$ cat src/rtl/timekeeper_core.sv
// Running hh:mm:ss clock and alarm time with adjust-mode load, 1 Hz prescaler,
// and the alarm ring/snooze state machine that drives the buzzer.
module timekeeper_core #(
  parameter int CLK_HZ     = 50000000,
  parameter int RING_SEC   = 60,
  parameter int SNOOZE_SEC = 300
) (
  input  logic        clk,
  input  logic        RESET,
  input  logic        enADJ,
  input  logic        hours12_24,
  input  logic [15:0] adjC12_IN,
  input  logic [15:0] adjC24_IN,
  input  logic [15:0] adjA12_IN,
  input  logic [15:0] adjA24_IN,
  input  logic        alarm_en,
  input  logic        stop_p,
  input  logic        snooze_p,
  output logic [15:0] dataC12_OUT,
  output logic [15:0] dataC24_OUT,
  output logic [15:0] dataA12_OUT,
  output logic [15:0] dataA24_OUT,
  output logic [5:0]  sec,
  output logic        pmC,
  output logic        pmA,
  output logic        tick_1hz,
  output logic        buzz
);

  localparam int PW      = (CLK_HZ > 1) ? $clog2(CLK_HZ) : 1;
  localparam int CNT_MAX = (RING_SEC > SNOOZE_SEC) ? RING_SEC : SNOOZE_SEC;
  localparam int CW      = $clog2(CNT_MAX + 1);

  localparam logic [PW-1:0] PRESC_TOP   = PW'(CLK_HZ - 1);
  localparam logic [CW-1:0] RING_TOP    = CW'(RING_SEC);
  localparam logic [CW-1:0] SNOOZE_LOAD = CW'(SNOOZE_SEC);

  typedef enum logic [1:0] {
    IDLE,
    RING,
    SNOOZE
  } alarmState_e;

  function automatic logic [5:0] clampMin(input logic [7:0] v);
    return (v > 8'd59) ? 6'd59 : v[5:0];
  endfunction

  function automatic logic [4:0] clampHr24(input logic [7:0] v);
    return (v > 8'd23) ? 5'd23 : v[4:0];
  endfunction

  // 12 h adjust values keep the AM/PM half the register held before adjusting.
  function automatic logic [4:0] hr12To24(input logic [7:0] v, input logic pm);
    logic [4:0] h;
    h = (v > 8'd11) ? 5'd11 : v[4:0];
    return pm ? (h + 5'd12) : h;
  endfunction

  function automatic logic [4:0] to12(input logic [4:0] h);
    return (h >= 5'd12) ? (h - 5'd12) : h;
  endfunction

  logic [PW-1:0] presc_q, presc_d;
  logic [5:0]    sec_q, sec_d;
  logic [5:0]    min_q, min_d;
  logic [4:0]    hr_q, hr_d;
  logic [5:0]    almMin_q, almMin_d;
  logic [4:0]    almHr_q, almHr_d;
  logic          enAdj_q;
  alarmState_e   state_q, state_d;
  logic [CW-1:0] cnt_q, cnt_d;

  logic loadCycle;
  logic adjRise;
  logic tick;
  logic ringHit;

  always_comb begin
    loadCycle = enAdj_q & ~enADJ;
    adjRise   = ~enAdj_q & enADJ;
    tick      = ~enADJ & ~loadCycle & (presc_q == PRESC_TOP);
    presc_d   = (enADJ | loadCycle | tick) ? '0 : presc_q + PW'(1);

    sec_d    = sec_q;
    min_d    = min_q;
    hr_d     = hr_q;
    almMin_d = almMin_q;
    almHr_d  = almHr_q;

    if (loadCycle) begin
      if (hours12_24) begin
        hr_d     = hr12To24(adjC12_IN[15:8], hr_q >= 5'd12);
        min_d    = clampMin(adjC12_IN[7:0]);
        almHr_d  = hr12To24(adjA12_IN[15:8], almHr_q >= 5'd12);
        almMin_d = clampMin(adjA12_IN[7:0]);
      end else begin
        hr_d     = clampHr24(adjC24_IN[15:8]);
        min_d    = clampMin(adjC24_IN[7:0]);
        almHr_d  = clampHr24(adjA24_IN[15:8]);
        almMin_d = clampMin(adjA24_IN[7:0]);
      end
      sec_d = '0;
    end else if (tick) begin
      if (sec_q == 6'd59) begin
        sec_d = '0;
        if (min_q == 6'd59) begin
          min_d = '0;
          hr_d  = (hr_q == 5'd23) ? 5'd0 : hr_q + 5'd1;
        end else begin
          min_d = min_q + 6'd1;
        end
      end else begin
        sec_d = sec_q + 6'd1;
      end
    end
  end

  // Ring starts only on a tick that rolls into second 0 of the alarm minute.
  always_comb begin
    state_d = state_q;
    cnt_d   = cnt_q;
    ringHit = tick & (sec_d == 6'd0) & (hr_d == almHr_q) & (min_d == almMin_q);

    if (!alarm_en || adjRise) begin
      state_d = IDLE;
    end else begin
      case (state_q)
        IDLE: begin
          if (ringHit) begin
            state_d = RING;
            cnt_d   = '0;
          end
        end
        RING: begin
          if (stop_p) begin
            state_d = IDLE;
          end else if (snooze_p) begin
            state_d = SNOOZE;
            cnt_d   = SNOOZE_LOAD;
          end else if (tick) begin
            if (cnt_q + CW'(1) == RING_TOP) begin
              state_d = IDLE;
            end else begin
              cnt_d = cnt_q + CW'(1);
            end
          end
        end
        SNOOZE: begin
          if (stop_p) begin
            state_d = IDLE;
          end else if (tick) begin
            if (cnt_q <= CW'(1)) begin
              state_d = RING;
              cnt_d   = '0;
            end else begin
              cnt_d = cnt_q - CW'(1);
            end
          end
        end
        default: state_d = IDLE;
      endcase
    end
  end

  always_ff @(posedge clk or negedge RESET) begin
    if (!RESET) begin
      presc_q  <= '0;
      sec_q    <= '0;
      min_q    <= '0;
      hr_q     <= '0;
      almMin_q <= 6'd59;
      almHr_q  <= 5'd23;
      enAdj_q  <= 1'b0;
      state_q  <= IDLE;
      cnt_q    <= '0;
    end else begin
      presc_q  <= presc_d;
      sec_q    <= sec_d;
      min_q    <= min_d;
      hr_q     <= hr_d;
      almMin_q <= almMin_d;
      almHr_q  <= almHr_d;
      enAdj_q  <= enADJ;
      state_q  <= state_d;
      cnt_q    <= cnt_d;
    end
  end

  // Outputs are registered from next-state values so they align with the state.
  always_ff @(posedge clk or negedge RESET) begin
    if (!RESET) begin
      dataC24_OUT <= 16'h0000;
      dataC12_OUT <= 16'h0000;
      dataA24_OUT <= {8'd23, 8'd59};
      dataA12_OUT <= {8'd11, 8'd59};
      sec         <= '0;
      pmC         <= 1'b0;
      pmA         <= 1'b1;
      tick_1hz    <= 1'b0;
      buzz        <= 1'b0;
    end else begin
      dataC24_OUT <= {3'b000, hr_d, 2'b00, min_d};
      dataC12_OUT <= {3'b000, to12(hr_d), 2'b00, min_d};
      dataA24_OUT <= {3'b000, almHr_d, 2'b00, almMin_d};
      dataA12_OUT <= {3'b000, to12(almHr_d), 2'b00, almMin_d};
      sec         <= sec_d;
      pmC         <= (hr_d >= 5'd12);
      pmA         <= (almHr_d >= 5'd12);
      tick_1hz    <= tick;
      buzz        <= (state_d == RING);
    end
  end

endmodule

$ cat config.mk
export PLATFORM = sky130hd
export DESIGN_NAME = timekeeper_core
export DESIGN_NICKNAME = d
export VERILOG_FILES = /design/src/rtl/timekeeper_core.sv
export SDC_FILE = /design/constraint.sdc
export NUM_CORES = 1
export LEC_CHECK = 0
export CAP_MARGIN = 20
export CORE_MARGIN = 3
export CORE_UTILIZATION = 54
export DETAILED_ROUTE_END_ITERATION = 16
export PLACE_DENSITY = 0.88
export REMOVE_ABC_BUFFERS = 1
export SYNTH_ARGS = -nofsm -noshare
export SYNTH_HDL_FRONTEND = slang
export SYNTH_SLANG_ARGS = --single-unit
$ cat constraint.sdc
create_clock -name clk -period 6.1 [get_ports clk]
set_input_delay 1.22 -clock clk [delete_from_list [all_inputs] [get_ports clk]]
set_output_delay 1.22 -clock clk [all_outputs]
set_load 0.05 [all_outputs]
; ---- Word level (Yosys, flattened, before mapping)
; Index checks and enable logic that the tools add are counted.
[totals]
input_bits = 71
regBits = 114
wordCells = 125
[classes]
bitwise = 13
add_sub_neg = 10
mux = 50
eq_ne = 16
reduce_logical = 6
n_lt_le_gt_ge = 13
[op_table]
columns = operator, n
row1 = two-way mux 6 bit, 14
row2 = two-way mux 5 bit, 16
row3 = two-way mux 9 bit, 8
row4 = "greater-than comparator 8 x 6 -> 1 bit, second input constant", 4
row5 = case mux 9 bit (3 select lines), 1
row6 = "adder 26 x 1 -> 26 bit, second input constant", 1
row7 = "== test 26 bit, second input constant", 1
row8 = two-way mux 26 bit, 1
row9 = ">= comparator 5 x 4 -> 1 bit, second input constant", 4
row10 = two-way mux 2 bit, 9
row11 = "greater-than comparator 8 x 4 -> 1 bit, second input constant", 2
row12 = "greater-than comparator 8 x 5 -> 1 bit, second input constant", 2
row13 = "adder 6 x 1 -> 6 bit, second input constant", 2
row14 = "== test 6 bit, second input constant", 2
row15 = "adder 5 x 4 -> 5 bit, second input constant", 2
row16 = "subtractor 5 x 4 -> 5 bit, second input constant", 2
row17 = "adder 9 x 1 -> 9 bit, second input constant", 1
row18 = "== test 9 x 6 -> 1 bit, second input constant", 1
row19 = "less-or-equal comparator 9 x 1 -> 1 bit, second input constant", 1
row20 = "subtractor 9 x 1 -> 9 bit, second input constant", 1
row21 = "inequality test 2 bit, second input constant", 4
row22 = AND reduction 8 bit, 1
row23 = bitwise AND 1 bit, 7
row24 = == test 6 bit, 1
row25 = other kinds (14), 20

; ---- Depth between registers and ports, before layout
[depth]
ltp_word = 15
ltp_mapped = 13
mapped_depth_nobuf = 12

; ---- Worst setup path after synthesis
; No wires, ideal clock.
[synth_path]
path_kind = input-to-reg
start = in adjC12_IN[15]
end = reg cnt_q[8]
slack_ps = 2048
cell_stages = 11
path_buffers = 0
arrival_time_ps = 3927
cell_sequence = nor4_1 > nand3b_1 > ha_1 > o21a_1 > o2111ai_1 > nand4_1 > a2111o_1 > a2111oi_2 > nand4_1 > o31a_1 > mux2_4
[synth_via]
elab_chain_cells = 11
[synth_rtl]
columns = element, line
row1 = start: declaration, 12  ; input logic [15:0] adjC12_IN,
row2 = greater-than comparator 8 x 4 -> 1 bit *, 55  ; h = (v > 8'd11) ? 5'd11 : v[4:0];
row3 = two-way mux 5 bit *, 55
row4 = adder 5 x 4 -> 5 bit, 56  ; return pm ? (h + 5'd12) : h;
row5 = two-way mux 5 bit *, 56
row6 = two-way mux 5 bit *, 91  ; if (hours12_24) begin
row7 = two-way mux 5 bit *, 90  ; if (loadCycle) begin
row8 = == test 5 bit *, 122  ; ringHit = tick & (sec_d == 6'd0) & (hr_d == almHr_q) & (min_d == almMin_q);
row9 = bitwise AND 1 bit * (2 in series), 122
row10 = inequality test 2 bit (no line) *, --
row11 = AND reduction 8 bit (no line) *, --
row12 = end signal: assignment, 185  ; cnt_q <= cnt_d;
row13 = end: declaration, 71  ; logic [CW-1:0] cnt_q, cnt_d;
; Mark *: on every way between the ends. The rest lies on a longest branch, timed or not.
; A chain may end at the register's enable or synchronous reset.

; ---- Worst setup path in the final report
[layout_path]
start = in enADJ
end = reg cnt_q[8]
[layout_via]
elab_chain_cells = 13
word_cells_on_any_way = 24
classes_between = 5 x eq/ne / 6 x mux / 10 x bitwise / 3 x reduce/logical
[layout_rtl]
columns = element, line
row1 = start: declaration, 10  ; input logic enADJ,
row2 = inverter 1 bit, "79, 81"
row3 = bitwise AND 1 bit, 79  ; loadCycle = enAdj_q & ~enADJ;
row4 = inverter 1 bit, 81  ; tick = ~enADJ & ~loadCycle & (presc_q == PRESC_TOP);
row5 = bitwise AND 1 bit (2 in series), 81
row6 = two-way mux 6 bit, 103  ; end else if (tick) begin
row7 = two-way mux 6 bit, 90
row8 = logical NOT 6 bit, 122
row9 = bitwise AND 1 bit (3 in series), 122
row10 = inequality test 2 bit (no line), --
row11 = AND reduction 8 bit (no line) *, --
; Marks and branches as above.

==> impl.org <==
** STA
- Worst setup skew after layout :: 0.0131 ns
- Worst hold slack :: 0.519 ns
- Setup repair after global routing left no endpoint under its margin.
- Worst-Margin Slew :: 0.975 ns
- Measured against its own limit, the worst slew margin works out to 0.350.
- Maximum clock rate :: 210 MHz
- Share of the clock period used by the worst path :: 0.780
- Final period demand of the worst path :: 4.76 ns
- Setup violation total in the final timing report :: 0
- Hold Vio Cnt, Final :: 0
- Adding up every negative setup slack in the final design gives 0 ns.
- The max-slew violation count was 0.

** Drt
- Number of vias per cell after detailed routing :: 6.13
- In this run, the number of DRC markers left after iteration 0 of detailed routing was 420.
- Once detail routing completed, the nets flagged for antenna violations numbered 0.
- The first TritonRoute pass finished after 6 iterations.
- Dividing the detail-routed wire length by the instance count gives 17.7 um.
- Summing over every cut layer, the via total after detailed routing is 5491.
- Summed over all layers, the routed wires come to 15.8 mm.
- In the routed design, unresolved DRC markers number 0.

** Die
- The initialized floorplan defines 36 standard-cell rows.
- Height of the die :: 107 um
- The die is 107 um wide.
- 145 I/O pins were placed.
- In this run the standard cell core region covers 0.00982 mm^2.
- The floorplan step defined a die boundary enclosing 0.0114 mm^2.
- Effective utilization at floorplan :: 0.556

** Synth
- EDFF count, synth :: 0
- Prevailing post-synth register cell :: dfrtp_1
- Syn Inst Count :: 658
- Synthesis inferred 76 register bits.
- The share of the Yosys chip area taken by registers is 0.351.
- Dividing the synthesized area by the synthesized cell count gives 8.30 um^2.
- Number of distinct standard cells referenced by the synthesized netlist :: 76
- The synthesized netlist occupies a cell area of 0.00546 mm^2.
- Yosys synthesis warning count :: 0
- Share of synthesized registers carrying an async set or reset :: 1.00

** Clocking
- TritonCTS built the clock tree.
- The cell sitting at the root of the clock tree is a clkbuf_8.
- Buffers added to address setup during post-CTS repair amount to 0.
- After clock tree synthesis, the clock-pin slew on the worst setup and hold paths is 0.09 ns.
- Max clock buf depth :: 2
- Quantity of gates resized following cts :: 0
- The clock reaches the later pin of the worst-skew pair after 0.37 ns.
- TritonCTS buffer count :: 9
- H-tree depth :: 3
- Number of sinks handled by clock tree synthesis :: 76
- In this run, post-CTS hold repair placed 0 buffers.

** Critical path
- Top Family by Delay on Critical Path :: simple AND/OR/NAND/NOR gates
- CP peak stage delay :: 0.62 ns
- Required time at the worst-slack endpoint :: 6.36 ns
- Worst path arrival time :: 5.02 ns
- Critical Path Fanout Max :: 14
- Crit-path slowest cell :: or4_1
- Worst path bufs/invs :: 1
- Startpoint kind of the worst setup timing path :: input pin
- Critical path type :: input pin to flip-flop
- CP Cell Sequence :: clkdlybuf4s50_1 -> and4bb_1 -> and4_1 -> nand2b_1 -> or4_1 -> and3b_1 -> nor4_1 -> nand4_1 -> o31a_1 -> mux2_4
- The worst setup path is captured at a flip-flop.

** Place
- The congestion estimate from routability-driven global placement came to 0.883.
- Port bufs :: 124
- Half-perimeter wire length of the detailed placement result :: 11.7 mm

** Finish
- Measured on the finished design, the core utilization comes to 0.689.
- From synthesis to final layout, the design area changed by 24.0%.
- Share of final-layout standard cells stronger than drive strength 1 :: 0.0655
- The repair_antennas step left the layout with diodes totalling 0.
- Final net count :: 845

** Power
- Of the total power, the clock network draws 0.245.
- Share of power burned in combinational logic :: 0.355
- Power spread over the standard cell area amounts to 221 mW/mm^2.
- Peak VDD IR :: 0.297 mV
- Pint :: 0.895 mW
- Of the total power, registers draw 0.400.
- The analysis attributes to net switching a power of 0.599 mW.
- Switching fraction of total power :: 0.401
- Total leakage power :: 2.65 nW

** GRT
- Global-route wire length before repair :: 25.7 mm
- The via count of the first global-routing pass is 5414.
- Pin count of the biggest net entering global routing :: 77
- For this run, the total global-route usage over all layers was measured as 0.279.
- Remaining global-route overflow :: 0
- Antenna violations before repair :: 0

** Worst hold path
- Class of the worst hold path :: flip-flop to flip-flop

** Outcome
- The run finished with clean final reports.

** Flow run
- Maximum capacitance violations :: 0
## Yosys cell counts, drive strengths merged, types with 13 or more instances
library cell	count	area, um^2
nand2b	13	88.8
nor3	14	70.1
nand3	29	145
xnor2	14	123
nand2	78	293
inv	27	101
xor2	18	158
clkbuf	16	60.1
nor2	62	233
a21oi	26	130
ha	16	200
buf	41	308
nand4	15	93.8
o21ai	51	259
o22ai	13	81.3
dfrtp	65	1630
## routing by layer
layer / global-route usage / wire [um] / up-vias
li1: - / - / 2521
met1: 0.346 / 6220 / 2595
met2: 0.468 / 7890 / 328
met3: 0.0625 / 1340 / 47
met4: 0.115 / 371 / 0
met5: 0 / 0 / -
## worst reg2reg max path, cell delays in order (launching register included)
cell	delay, ns
dfrtp_1	0.51
ha_1	0.27
nand4b_2	0.19
nor4_1	0.76
nand4_1	0.28
a2111o_1	0.46
a2111oi_2	0.34
nand4_1	0.18
o31a_1	0.50
mux2_4	0.36
## cell usage in the layout (no fill, tap or decap), drive strengths merged, types with 5 or more instances in the layout
cell	instances
a2111oi	5
a211oi	6
a21o	5
a21oi	26
a221oi	5
a31oi	6
and2	10
and3	9
and4	6
clkbuf	11
clkdlybuf4s50	123
conb	20
dfrtp	65
dfstp	11
ha	16
inv	28
nand2	78
nand2b	13
nand3	29
nand4	15
nor2	62
nor2b	7
nor3	14
nor4	9
o211ai	8
o21ai	51
o22ai	13
or2	6
or3	9
xnor2	14
xor2	18
## power groups by stage
stage                     combinational [mW]  clock, mW  sequential (mW)
final                                  0.530      0.366            0.598
after global routing                   0.559      0.394            0.603
after CTS                              0.529      0.369            0.596
after detailed placement               0.525          0            0.605
after global placement                 0.515          0            0.604
after floorplan                        0.153          0            0.768
## cells by family after synthesis
kind of cell,count (synthesis),share of synthesized area
other cells,1,0.000687
fa+ha+maj,16,0.0367
flops,76,0.351
simple gates,285,0.268
xor+xnor,32,0.0513
compound gates,158,0.194
mux,6,0.0126
buf+inv,84,0.0859
## cell type report
type	instances	area, um^2
repair buffers	127	1260
multi-input cells	517	3150
fillers	775	3050
clock buffers	11	141
well taps	133	166
flip-flops and latches	76	1920
inverters	27	101
clock inverters	5	36.3
## stage by stage
step | power (mW) | std cells | instance area (um^2) | worst slack [ns]
floorplan | 0.920 | 620 | 5160 | 1.94
global placement | 1.12 | 880 | 6590 | 1.14
detailed placement | 1.13 | 880 | 6590 | 1.05
CTS | 1.49 | 896 | 6770 | 1.42
global route | 1.56 | 896 | 6770 | 1.15
finish | 1.49 | 896 | 6770 | 1.34
## final timing paths
path | slack [ns] | cells past startpoint | from | end
max in group asynchronous | 4.47 | 1 | RESET | cnt_q[5]$_DFFE_PN0P_
hold / removal | 0.52 | 1 | presc_q[0]$_DFF_PN0_ | presc_q[0]$_DFF_PN0_
hold reg to reg | 0.52 | 1 | presc_q[0]$_DFF_PN0_ | presc_q[0]$_DFF_PN0_
setup reg to reg | 2.13 | 9 | sec[0]$_DFF_PN0_ | cnt_q[8]$_DFFE_PN0P_
setup / recovery | 1.34 | 10 | enADJ | cnt_q[8]$_DFFE_PN0P_
min in group asynchronous | 1.01 | 1 | RESET | dataC24_OUT[5]$_DFF_PN0_
## state kept, by name, indices dropped and copies added (netlist names), 3 cells and up
signal       flops
sec              6
cnt_q            9
hr_q             4
presc_q         26
dataC12_OUT      3
almMin_q         5
min_q            5
dataA12_OUT      3
almHr_q          4
(Power assumes the default switching activity.)
